===== config.mk =====
export PLATFORM = sky130hd
export DESIGN_NAME = fb_rect_writer
export DESIGN_NICKNAME = d
export VERILOG_FILES = /design/src/rtl/fb_rect_writer.sv
export SDC_FILE = /design/constraint.sdc
export NUM_CORES = 1
export LEC_CHECK = 0
export ABC_AREA = 0
export CAP_MARGIN = 20
export CORE_MARGIN = 5
export CORE_UTILIZATION = 50
export CTS_CLUSTER_SIZE = 40
export DETAILED_ROUTE_END_ITERATION = 8
export PLACE_DENSITY = 0.84
export RECOVER_POWER = 100
export SYNTH_ARGS = -nofsm -noshare
export SYNTH_HDL_FRONTEND = slang
export SYNTH_SLANG_ARGS = --single-unit

===== constraint.sdc =====
create_clock -name CLOCK_50 -period 10.11 [get_ports CLOCK_50]
set_input_delay 2.022 -clock CLOCK_50 [delete_from_list [all_inputs] [get_ports CLOCK_50]]
set_output_delay 2.022 -clock CLOCK_50 [all_outputs]
set_load 0.01 [all_outputs]

===== src/rtl/fb_rect_writer.sv =====
// Rectangle-fill writer for the 640x480 greyscale framebuffer.
// Accepts one command at a time, clips it to the screen, then writes one pixel per clock in raster order.
module fb_rect_writer #(
   parameter int H_RES = 640,
   parameter int V_RES = 480
) (
   input  logic        CLOCK_50,
   input  logic        reset,
   input  logic        cmd_valid,
   output logic        cmd_ready,
   input  logic [10:0] cmd_x0,
   input  logic [10:0] cmd_y0,
   input  logic [10:0] cmd_x1,
   input  logic [10:0] cmd_y1,
   input  logic [7:0]  cmd_color,
   output logic [10:0] x,
   output logic [10:0] y,
   output logic [7:0]  VGA_Cin,
   output logic        pixel_write,
   output logic        busy,
   output logic        done
);

   localparam logic [10:0] X_LAST = 11'(H_RES - 1);
   localparam logic [10:0] Y_LAST = 11'(V_RES - 1);

   typedef enum logic [1:0] {IDLE, CLIP, DRAW, DONE} state_t;

   state_t      state_q, state_d;
   logic [10:0] xlo_q, xlo_d, xhi_q, xhi_d;
   logic [10:0] ylo_q, ylo_d, yhi_q, yhi_d;
   logic [10:0] xmax_q, xmax_d, ymax_q, ymax_d;
   logic [10:0] x_q, x_d, y_q, y_d;
   logic [7:0]  color_q, color_d, cin_q, cin_d;

   // Every register shares the asynchronous reset so an abort kills the strobe at once.
   always_ff @(posedge CLOCK_50 or posedge reset) begin
      if (reset) begin
         state_q <= IDLE;
         xlo_q   <= '0;
         xhi_q   <= '0;
         ylo_q   <= '0;
         yhi_q   <= '0;
         xmax_q  <= '0;
         ymax_q  <= '0;
         x_q     <= '0;
         y_q     <= '0;
         color_q <= '0;
         cin_q   <= '0;
      end else begin
         state_q <= state_d;
         xlo_q   <= xlo_d;
         xhi_q   <= xhi_d;
         ylo_q   <= ylo_d;
         yhi_q   <= yhi_d;
         xmax_q  <= xmax_d;
         ymax_q  <= ymax_d;
         x_q     <= x_d;
         y_q     <= y_d;
         color_q <= color_d;
         cin_q   <= cin_d;
      end
   end

   always_comb begin
      state_d = state_q;
      xlo_d   = xlo_q;
      xhi_d   = xhi_q;
      ylo_d   = ylo_q;
      yhi_d   = yhi_q;
      xmax_d  = xmax_q;
      ymax_d  = ymax_q;
      x_d     = x_q;
      y_d     = y_q;
      color_d = color_q;
      cin_d   = cin_q;
      case (state_q)
         IDLE: begin
            if (cmd_valid) begin
               xlo_d   = (cmd_x0 < cmd_x1) ? cmd_x0 : cmd_x1;
               xhi_d   = (cmd_x0 < cmd_x1) ? cmd_x1 : cmd_x0;
               ylo_d   = (cmd_y0 < cmd_y1) ? cmd_y0 : cmd_y1;
               yhi_d   = (cmd_y0 < cmd_y1) ? cmd_y1 : cmd_y0;
               color_d = cmd_color;
               state_d = CLIP;
            end
         end
         CLIP: begin
            // A rectangle whose low corner is off-screen has nothing visible to draw.
            xmax_d = (xhi_q > X_LAST) ? X_LAST : xhi_q;
            ymax_d = (yhi_q > Y_LAST) ? Y_LAST : yhi_q;
            if ((xlo_q > X_LAST) || (ylo_q > Y_LAST)) begin
               state_d = DONE;
            end else begin
               x_d     = xlo_q;
               y_d     = ylo_q;
               cin_d   = color_q;
               state_d = DRAW;
            end
         end
         DRAW: begin
            if (x_q < xmax_q) begin
               x_d = x_q + 11'd1;
            end else if (y_q < ymax_q) begin
               x_d = xlo_q;
               y_d = y_q + 11'd1;
            end else begin
               state_d = DONE;
            end
         end
         DONE:    state_d = IDLE;
         default: state_d = IDLE;
      endcase
   end

   assign cmd_ready   = (state_q == IDLE);
   assign busy        = (state_q != IDLE);
   assign done        = (state_q == DONE);
   assign pixel_write = (state_q == DRAW);
   assign x           = x_q;
   assign y           = y_q;
   assign VGA_Cin     = cin_q;

endmodule


After elaboration in Yosys (flattened, before gate mapping)
Index checks and enable logic that the tools add are counted.
{ "word_totals": {"reg_bits": 106, "input_bits": 55, "wordCells": 59} }
{ "classes": {"n_addsub": 2, "magnitude_cmp": 8, "eq_ne": 9, "n_mux": 19, "bitwise": 1, "reduce_logical": 9} }
{ "ops": {"columns": ["operator", "count"], "rows": [
  ["2-to-1 mux 11 bit", 12],
  ["less-than comparator 11 bit", 4],
  ["one-hot mux 11 bit (2 select lines)", 2],
  ["adder 11 x 1 -> 11 bit, second input constant", 2],
  ["> comparator 11 x 10 -> 1 bit, second input constant", 2],
  ["> comparator 11 x 9 -> 1 bit, second input constant", 2],
  ["!= test 2 bit, second input constant", 4],
  ["one-hot mux 2 bit (4 select lines)", 1],
  ["2-to-1 mux 2 bit", 3],
  ["AND reduction 3 bit", 2],
  ["== test 2 bit, second input constant", 2],
  ["AND reduction 2 bit", 2],
  ["AND reduction 4 bit", 1],
  ["nonzero test 2 bit", 2],
  ["!= test 3 x 1 -> 1 bit, second input constant", 1],
  ["== test 2 x 1 -> 1 bit, second input constant", 1],
  ["zero test 2 bit", 1],
  ["!= test 2 x 1 -> 1 bit, second input constant", 1],
  ["logical OR 1 bit", 1],
  ["2-to-1 mux 1 bit", 1],
  ["NOT 1 bit", 1]
]} }

Logic depth before layout (Yosys ltp)
Gate-level depths: netlist of run 1.
{ "logic_depth": {"ltp_word": 4, "depth_mapped": 10} }

Least setup slack after synthesis of run 1
OpenSTA, ideal clock, no wires.
{ "synth_timing": {"path_type": "input to register", "from": "in cmd_x1[5]", "to": "reg xlo_q[5]", "t_arrival_ns": 3.600, "required_ns": 9.973, "path_slack_ns": 6.373, "path_stages": 9, "path_cell_list": "inv_1 > ha_1 > a21o_1 > a21oi_1 > a31oi_1 > a211oi_2 > buf_2 > mux2i_1 > a21oi_1"} }
{ "synth_between": {"elab_chain_len": 2} }
{ "synth_lines": {"columns": ["element", "line_no", "rtl"], "rows": [
  ["from (decl)", "13", "input logic [10:0] cmd_x1,"],
  ["less-than comparator 11 bit", "80", "xlo_d = (cmd_x0 < cmd_x1) ? cmd_x0 : cmd_x1;"],
  ["2-to-1 mux 11 bit *", "80", null],
  ["to (signal assigned)", "52", "xlo_q <= xlo_d;"],
  ["to (decl)", "30", "logic [10:0] xlo_q, xlo_d, xhi_q, xhi_d;"]
]} }
Mark *: on every way between the ends. The rest lies on a longest branch, timed or not.
A chain may end at the register's enable or synchronous reset.

Worst setup path in the final report of run 1
{ "layout_timing": {"from": "in cmd_valid", "to": "reg color_q[5]"} }
{ "layout_between": {"elab_chain_len": 1} }
{ "layout_lines": {"columns": ["element", "line_no", "rtl"], "rows": [
  ["from (decl)", "9", "input logic cmd_valid,"],
  ["AND reduction 2 bit (no line)", null, null],
  ["to (signal assigned)", "60", "color_q <= color_d;"],
  ["to (decl)", "34", "logic [7:0] color_q, color_d, cin_q, cin_d;"]
]} }
Every way passes these cells.

==> impl_metrics.json, run 1 <==
{
  "power.leakage_nw": 3.45,
  "max-vdd-ir-drop_mv": 0.146,
  "use_met2": 0.312,
  "synthCells": 622,
  "yosys-top-cells-area": "dfrtp_1, ha_1, mux2i_1, a21oi_1, nor2_1",
  "path_max_fanout": 96,
  "die_h_um": 120,
  "period_share": 0.575,
  "period_needed_ns": 5.81,
  "portBuffers": 88,
  "grt_usage": 0.204,
  "grt-ovfl-total": 0,
  "fin_skew_ns": 0.00391,
  "crit_arrival_ns": 6.08,
  "critPathMaxStageDelay_ns": 2.76,
  "diodes": 0,
  "pin_count": 89,
  "yosysSeqAreaShare": 0.436,
  "synth.distinct_cells": 49,
  "avgViaCountPerCell": 5.79,
  "grt_max_degree": 97,
  "holdWs_ns": 0.489,
  "status": "finished with violations",
  "switchingPower_mw": 0.917,
  "synth_top_area_share": 0.436,
  "final_cell_mix": "dfrtp_1, a21oi_1, nor2_1",
  "ys_seq_elements": 106,
  "p_clk_frac": 0.153,
  "final_core_util": 0.615,
  "slew_violations": 141,
  "dieArea_mm2": 0.0145,
  "start_util": 0.509,
  "fin_ws_ns": 4.30,
  "end_kind": "flip-flop",
  "stdcell_count": 849,
  "violations": "capacitance limit, slew limit",
  "async_reset_ff_frac": 1.00,
  "fin_tns_setup_ns": 0,
  "cts_made_buffers": 9,
  "crit_path_start": "cmd_valid",
  "vias": 4914,
  "dp_cells": 833,
  "coreArea_mm2": 0.0120,
  "synth_top_flop_cell": "dfrtp_1",
  "syn_to_final_growth_pct": 20.7,
  "ctsHoldBuffers": 0,
  "r2r_start": "state_q[0]$_DFFE_PP0P_",
  "dp_slack_ns": 5.37,
  "clk_latency_ns": 0.34,
  "holdCritPathClass": "reg -> reg",
  "grt_use_met1": 0.288,
  "cts_tree": "yes",
  "drt_iter0_markers": 362,
  "crit_type": "in -> reg",
  "crit_path_top_delay_cell": "clkbuf_1",
  "startpoint_type": "input pin",
  "cts_root_buffer": "clkbuf_16",
  "cp_cell_sequence": "dlygate4sd3_1, and2_2, clkbuf_1, mux2_2",
  "setup-violations-final": 0,
  "layout_commonest_cell": "dfrtp_1",
  "grt.busiest_layer": "met2",
  "clk_pin_slew_worst_paths_ns": 0.07,
  "synth_area_per_cell_um2": 9.79,
  "hold_viol_final": 0,
  "rsz0062_at_grt": "false",
  "nNetsFinal": 798,
  "powerDensity_mw_per_mm2": 300,
  "place_hpwl_um": 10600,
  "gp_congestion": 0.851,
  "synth_nets": 723,
  "layout-drive-gt1-share": 0.0684,
  "drc": 0,
  "synth_area_mm2": 0.00609,
  "tightest_slew_ns": 3.95,
  "min-delay-start": "xhi_q[0]$_DFFE_PP0P_",
  "grt_pass1_wl_um": 24300,
  "first_global_vias": 4932,
  "swShare": 0.415,
  "slew_headroom": -1.63,
  "clk_path_buf_depth": 2,
  "maxCapViolCount": 2,
  "num_rows": 40,
  "combPwrFrac": 0.479,
  "antenna_found_initial": 0,
  "cts_resized": 0,
  "clock-sinks": 106,
  "crit_required_ns": 10.38,
  "wl_per_cell_um": 16.8,
  "routed_wl_um": 14200,
  "chipWidth_um": 120,
  "use_met3": 0.0421,
  "seqPwrFrac": 0.368,
  "cts_setup_buffers": 0,
  "final_antenna_net_count": 0,
  "drtPass1Iterations": 4,
  "synth_edf_count": 0,
  "nFillCells": 963,
  "intPower_mw": 1.29,
  "synth.largest_area_cell": "dfrtp_1",
  "fmax_mhz": 172,
  "ctsHtreeMaxLevel": 3,
  "yosysWarnings": 0
}
-- cell usage after synthesis, types with 2 or more instances --
master	instances
a211o_1	4
a211oi_2	2
a21o_1	7
a21oi_1	68
a22oi_1	7
a311oi_1	4
a31oi_1	7
a41o_1	2
and2_1	3
and3_1	10
buf_2	6
buf_6	2
clkbuf_1	21
dfrtp_1	106
ha_1	46
inv_1	54
mux2_2	18
mux2i_1	56
nand2_1	30
nand3_1	15
nand4_1	8
nor2_1	64
nor2b_1	3
nor3_1	7
nor4_1	4
nor4b_2	2
o211ai_1	3
o21ai_0	21
o21ai_1	2
o22a_1	14
o22ai_1	2
o31ai_1	3
or3_1	5
-- state kept, by name, summed over array words and instances (netlist names), 11 cells and up --
register,cells
y,11
x,11
ylo_q,11
xmax_q,11
ymax_q,11
xhi_q,11
yhi_q,11
xlo_q,11
-- metal layers --
layer / wire length [µm] / vias to the layer above / share of wire
met5: 0 / - / 0
met4: 250 / 0 / 0.018
met3: 977 / 24 / 0.069
met2: 6560 / 153 / 0.46
met1: 6460 / 2352 / 0.45
li1: - / 2385 / -
-- through the flow --
step	power [mW]	instance area [µm²]
4_1_cts	2.24	7360
2_1_floorplan	1.53	6090
3_5_place_dp	1.89	7080
6_report	2.21	7350
3_3_place_gp	1.82	7080
5_1_grt	2.40	7350
-- power by group through the flow --
stage                     Sequential, mW  Combinational [mW]  Clock, mW
after floorplan                    0.783               0.747          0
after global placement             0.805                1.02          0
after detailed placement           0.819                1.07          0
after CTS                          0.812                1.08      0.342
after global routing               0.842                1.19      0.362
final                              0.814                1.06      0.337
-- kinds of logic after synthesis --
logic type,after synthesis,share of synthesized area
DFF,106,0.436
AOI/OAI and AO/OA,154,0.163
muxes,74,0.125
adders and majority gates,46,0.0945
and+or+nand+nor,158,0.126
buffers and inverters,84,0.0561
-- final cells by class --
| type | instances | area [µm²] | share of cell area |
|---|---|---|---|
| Timing Repair Buffer | 94 | 915 | 0.124 |
| Inverter | 54 | 204 | 0.0277 |
| Tap cell | 147 | 184 | 0.0250 |
| Clock inverter | 1 | 7.51 | 0.00102 |
| Multi-Input combinational cell | 432 | 3110 | 0.423 |
| Clock buffer | 15 | 278 | 0.0378 |
| Sequential cell | 106 | 2650 | 0.361 |
-- path summary, 6_finish.rpt --
path,end,slack [ns],cells after the start
max in group asynchronous,y[3]$_DFFE_PP0P_,5.97,3
min in group asynchronous,xlo_q[2]$_DFFE_PP0P_,2.61,2
worst max-delay path,color_q[5]$_DFFE_PP0P_,4.30,4
worst min-delay path,xmax_q[0]$_DFFE_PP0N_,0.49,1
worst max register to register,color_q[5]$_DFFE_PP0P_,5.75,5
worst min register to register,xmax_q[0]$_DFFE_PP0N_,0.49,1
-- worst max-delay path, delay by kind of cell --
family | cells | cell delay, ns
buffers and inverters | 2 | 3.30
and+or+nand+nor | 1 | 0.14
muxes | 1 | 0.58
Power figures use the tool's default switching activity.
==> run 2: changes to the inputs <==
Settings changed: PLACE_DENSITY 0.84 to 0.87.
Clock period 10.11 ns to 4.7 ns, I/O delays scaled along.
==> run 2 against run 1 <==
Against the previous run: the run still ends with capacitance limit, slew limit left; first-iteration DRC count down 10%; setup slack worse by 3.4 ns; cell area grew 0.53%; sequential power rose by 120%; critical path depth rose by 1; clock power up 130%; sequential share of layout area fell by 0.19 points; hold slack improved by 0.0083 ns.
==> impl_metrics.json, run 2 (synthesis results as in run 1) <==
{
  "status": "finished with violations",
  "violations": "capacitance limit, slew limit",
  "ctsHtreeMaxLevel": 3,
  "end_kind": "flip-flop",
  "period_share": 0.806,
  "period_needed_ns": 3.79,
  "coreArea_mm2": 0.0120,
  "pin_count": 89,
  "placed_cell_area_mm2": 0.00709,
  "p_clk_frac": 0.159,
  "diodes": 0,
  "min-delay-start": "ymax_q[9]$_DFFE_PP0N_",
  "ctsHoldBuffers": 0,
  "cts_setup_buffers": 0,
  "routed_wl_um": 14700,
  "path_max_fanout": 38,
  "cts_tree": "yes",
  "grt-ovfl-total": 0,
  "final_cell_mix": "dfrtp_1, a21oi_1, nor2_1",
  "avgViaCountPerCell": 5.88,
  "crit_arrival_ns": 4.04,
  "crit_path_start": "cmd_valid",
  "cts_made_buffers": 9,
  "startpoint_type": "input pin",
  "place_hpwl_um": 10800,
  "powerDensity_mw_per_mm2": 654,
  "maxCapViolCount": 2,
  "clk_latency_ns": 0.35,
  "layout-drive-gt1-share": 0.0766,
  "grt_pass1_wl_um": 24500,
  "drtPass1Iterations": 5,
  "grt_usage": 0.207,
  "num_rows": 40,
  "grt_max_degree": 87,
  "seqPwrFrac": 0.365,
  "layout_commonest_cell": "dfrtp_1",
  "r2r_start": "state_q[0]$_DFFE_PP0P_",
  "nFillCells": 939,
  "fin_area_mm2": 0.00739,
  "syn_to_final_growth_pct": 21.4,
  "tightest_slew_ns": 2.09,
  "holdCritPathClass": "reg -> reg",
  "start_util": 0.509,
  "wl_per_cell_um": 17.3,
  "combPwrFrac": 0.476,
  "drc": 0,
  "gp_congestion": 0.859,
  "crit_type": "in -> reg",
  "chipWidth_um": 120,
  "switchingPower_mw": 2.04,
  "rsz0062_at_grt": "false",
  "clk_path_buf_depth": 2,
  "fin_tns_setup_ns": 0,
  "cts_root_buffer": "clkbuf_16",
  "vias": 5009,
  "max-vdd-ir-drop_mv": 0.267,
  "final_core_util": 0.618,
  "first_global_vias": 4929,
  "die_h_um": 120,
  "antenna_found_initial": 0,
  "clk_pin_slew_worst_paths_ns": 0.08,
  "fmax_mhz": 264,
  "portBuffers": 88,
  "hold_viol_final": 0,
  "setup-violations-final": 0,
  "swShare": 0.422,
  "slew_headroom": -0.394,
  "intPower_mw": 2.80,
  "drt_iter0_markers": 325,
  "power.leakage_nw": 3.47,
  "dieArea_mm2": 0.0145,
  "dp_slack_ns": 1.08,
  "fin_ws_ns": 0.914,
  "slew_violations": 82,
  "fin_skew_ns": 0.0107,
  "clock-sinks": 106,
  "final_antenna_net_count": 0,
  "crit_required_ns": 4.96,
  "nNetsFinal": 801,
  "cts_resized": 0
}
run 2: final timing paths:
kind / slack, ns / to / depth (start not counted)
worst min register to register: 0.50 / ymax_q[9]$_DFFE_PP0N_ / 2
min in group asynchronous: 1.48 / y[7]$_DFFE_PP0P_ / 2
worst max register to register: 1.25 / xhi_q[5]$_DFFE_PP0P_ / 6
worst max-delay path: 0.91 / xhi_q[5]$_DFFE_PP0P_ / 5
max in group asynchronous: 1.22 / ylo_q[2]$_DFFE_PP0P_ / 4
worst min-delay path: 0.50 / ymax_q[9]$_DFFE_PP0N_ / 2
run 2: final cells by class:
| class | instances | area [µm²] | share of cell area |
|---|---|---|---|
| Clock buffer | 10 | 239 | 0.0323 |
| Inverter | 54 | 204 | 0.0276 |
| Clock inverter | 6 | 65.1 | 0.00880 |
| Sequential cell | 106 | 2650 | 0.359 |
| Tap cell | 147 | 184 | 0.0249 |
| Timing Repair Buffer | 97 | 936 | 0.127 |
| Multi-Input combinational cell | 432 | 3110 | 0.421 |
run 2: power groups by stage:
stage / combinational (mW) / sequential, mW / clock (mW)
floorplan: 1.61 / 1.68 / 0
global placement: 2.19 / 1.72 / 0
detailed placement: 2.31 / 1.77 / 0
finish: 2.30 / 1.77 / 0.770
global route: 2.55 / 1.82 / 0.814
CTS: 2.36 / 1.76 / 0.775
run 2: routing by layer:
layer | global-route usage | wire [µm] | vias to the layer above
met1 | 0.276 | 6410 | 2414
met3 | 0.0430 | 1020 | 30
li1 | - | - | 2377
met4 | 0.0737 | 301 | 0
met5 | 0 | 0 | -
met2 | 0.335 | 7020 | 188
run 2: critical path: stages:
cell	delay, ns
dlygate4sd3_1	0.55
and2_0	1.54
clkbuf_2	0.72
nor2_1	0.10
a21oi_1	0.17
run 2: through the flow:
| stage | hold WS, ns | power, mW | std cells |
|---|---|---|---|
| after global routing | 0.511 | 5.18 | 852 |
| after global placement | 0.468 | 3.91 | 835 |
| after floorplan | 0.439 | 3.29 | 622 |
| final | 0.497 | 4.84 | 852 |
| after CTS | 0.494 | 4.89 | 851 |
| after detailed placement | 0.476 | 4.08 | 835 |
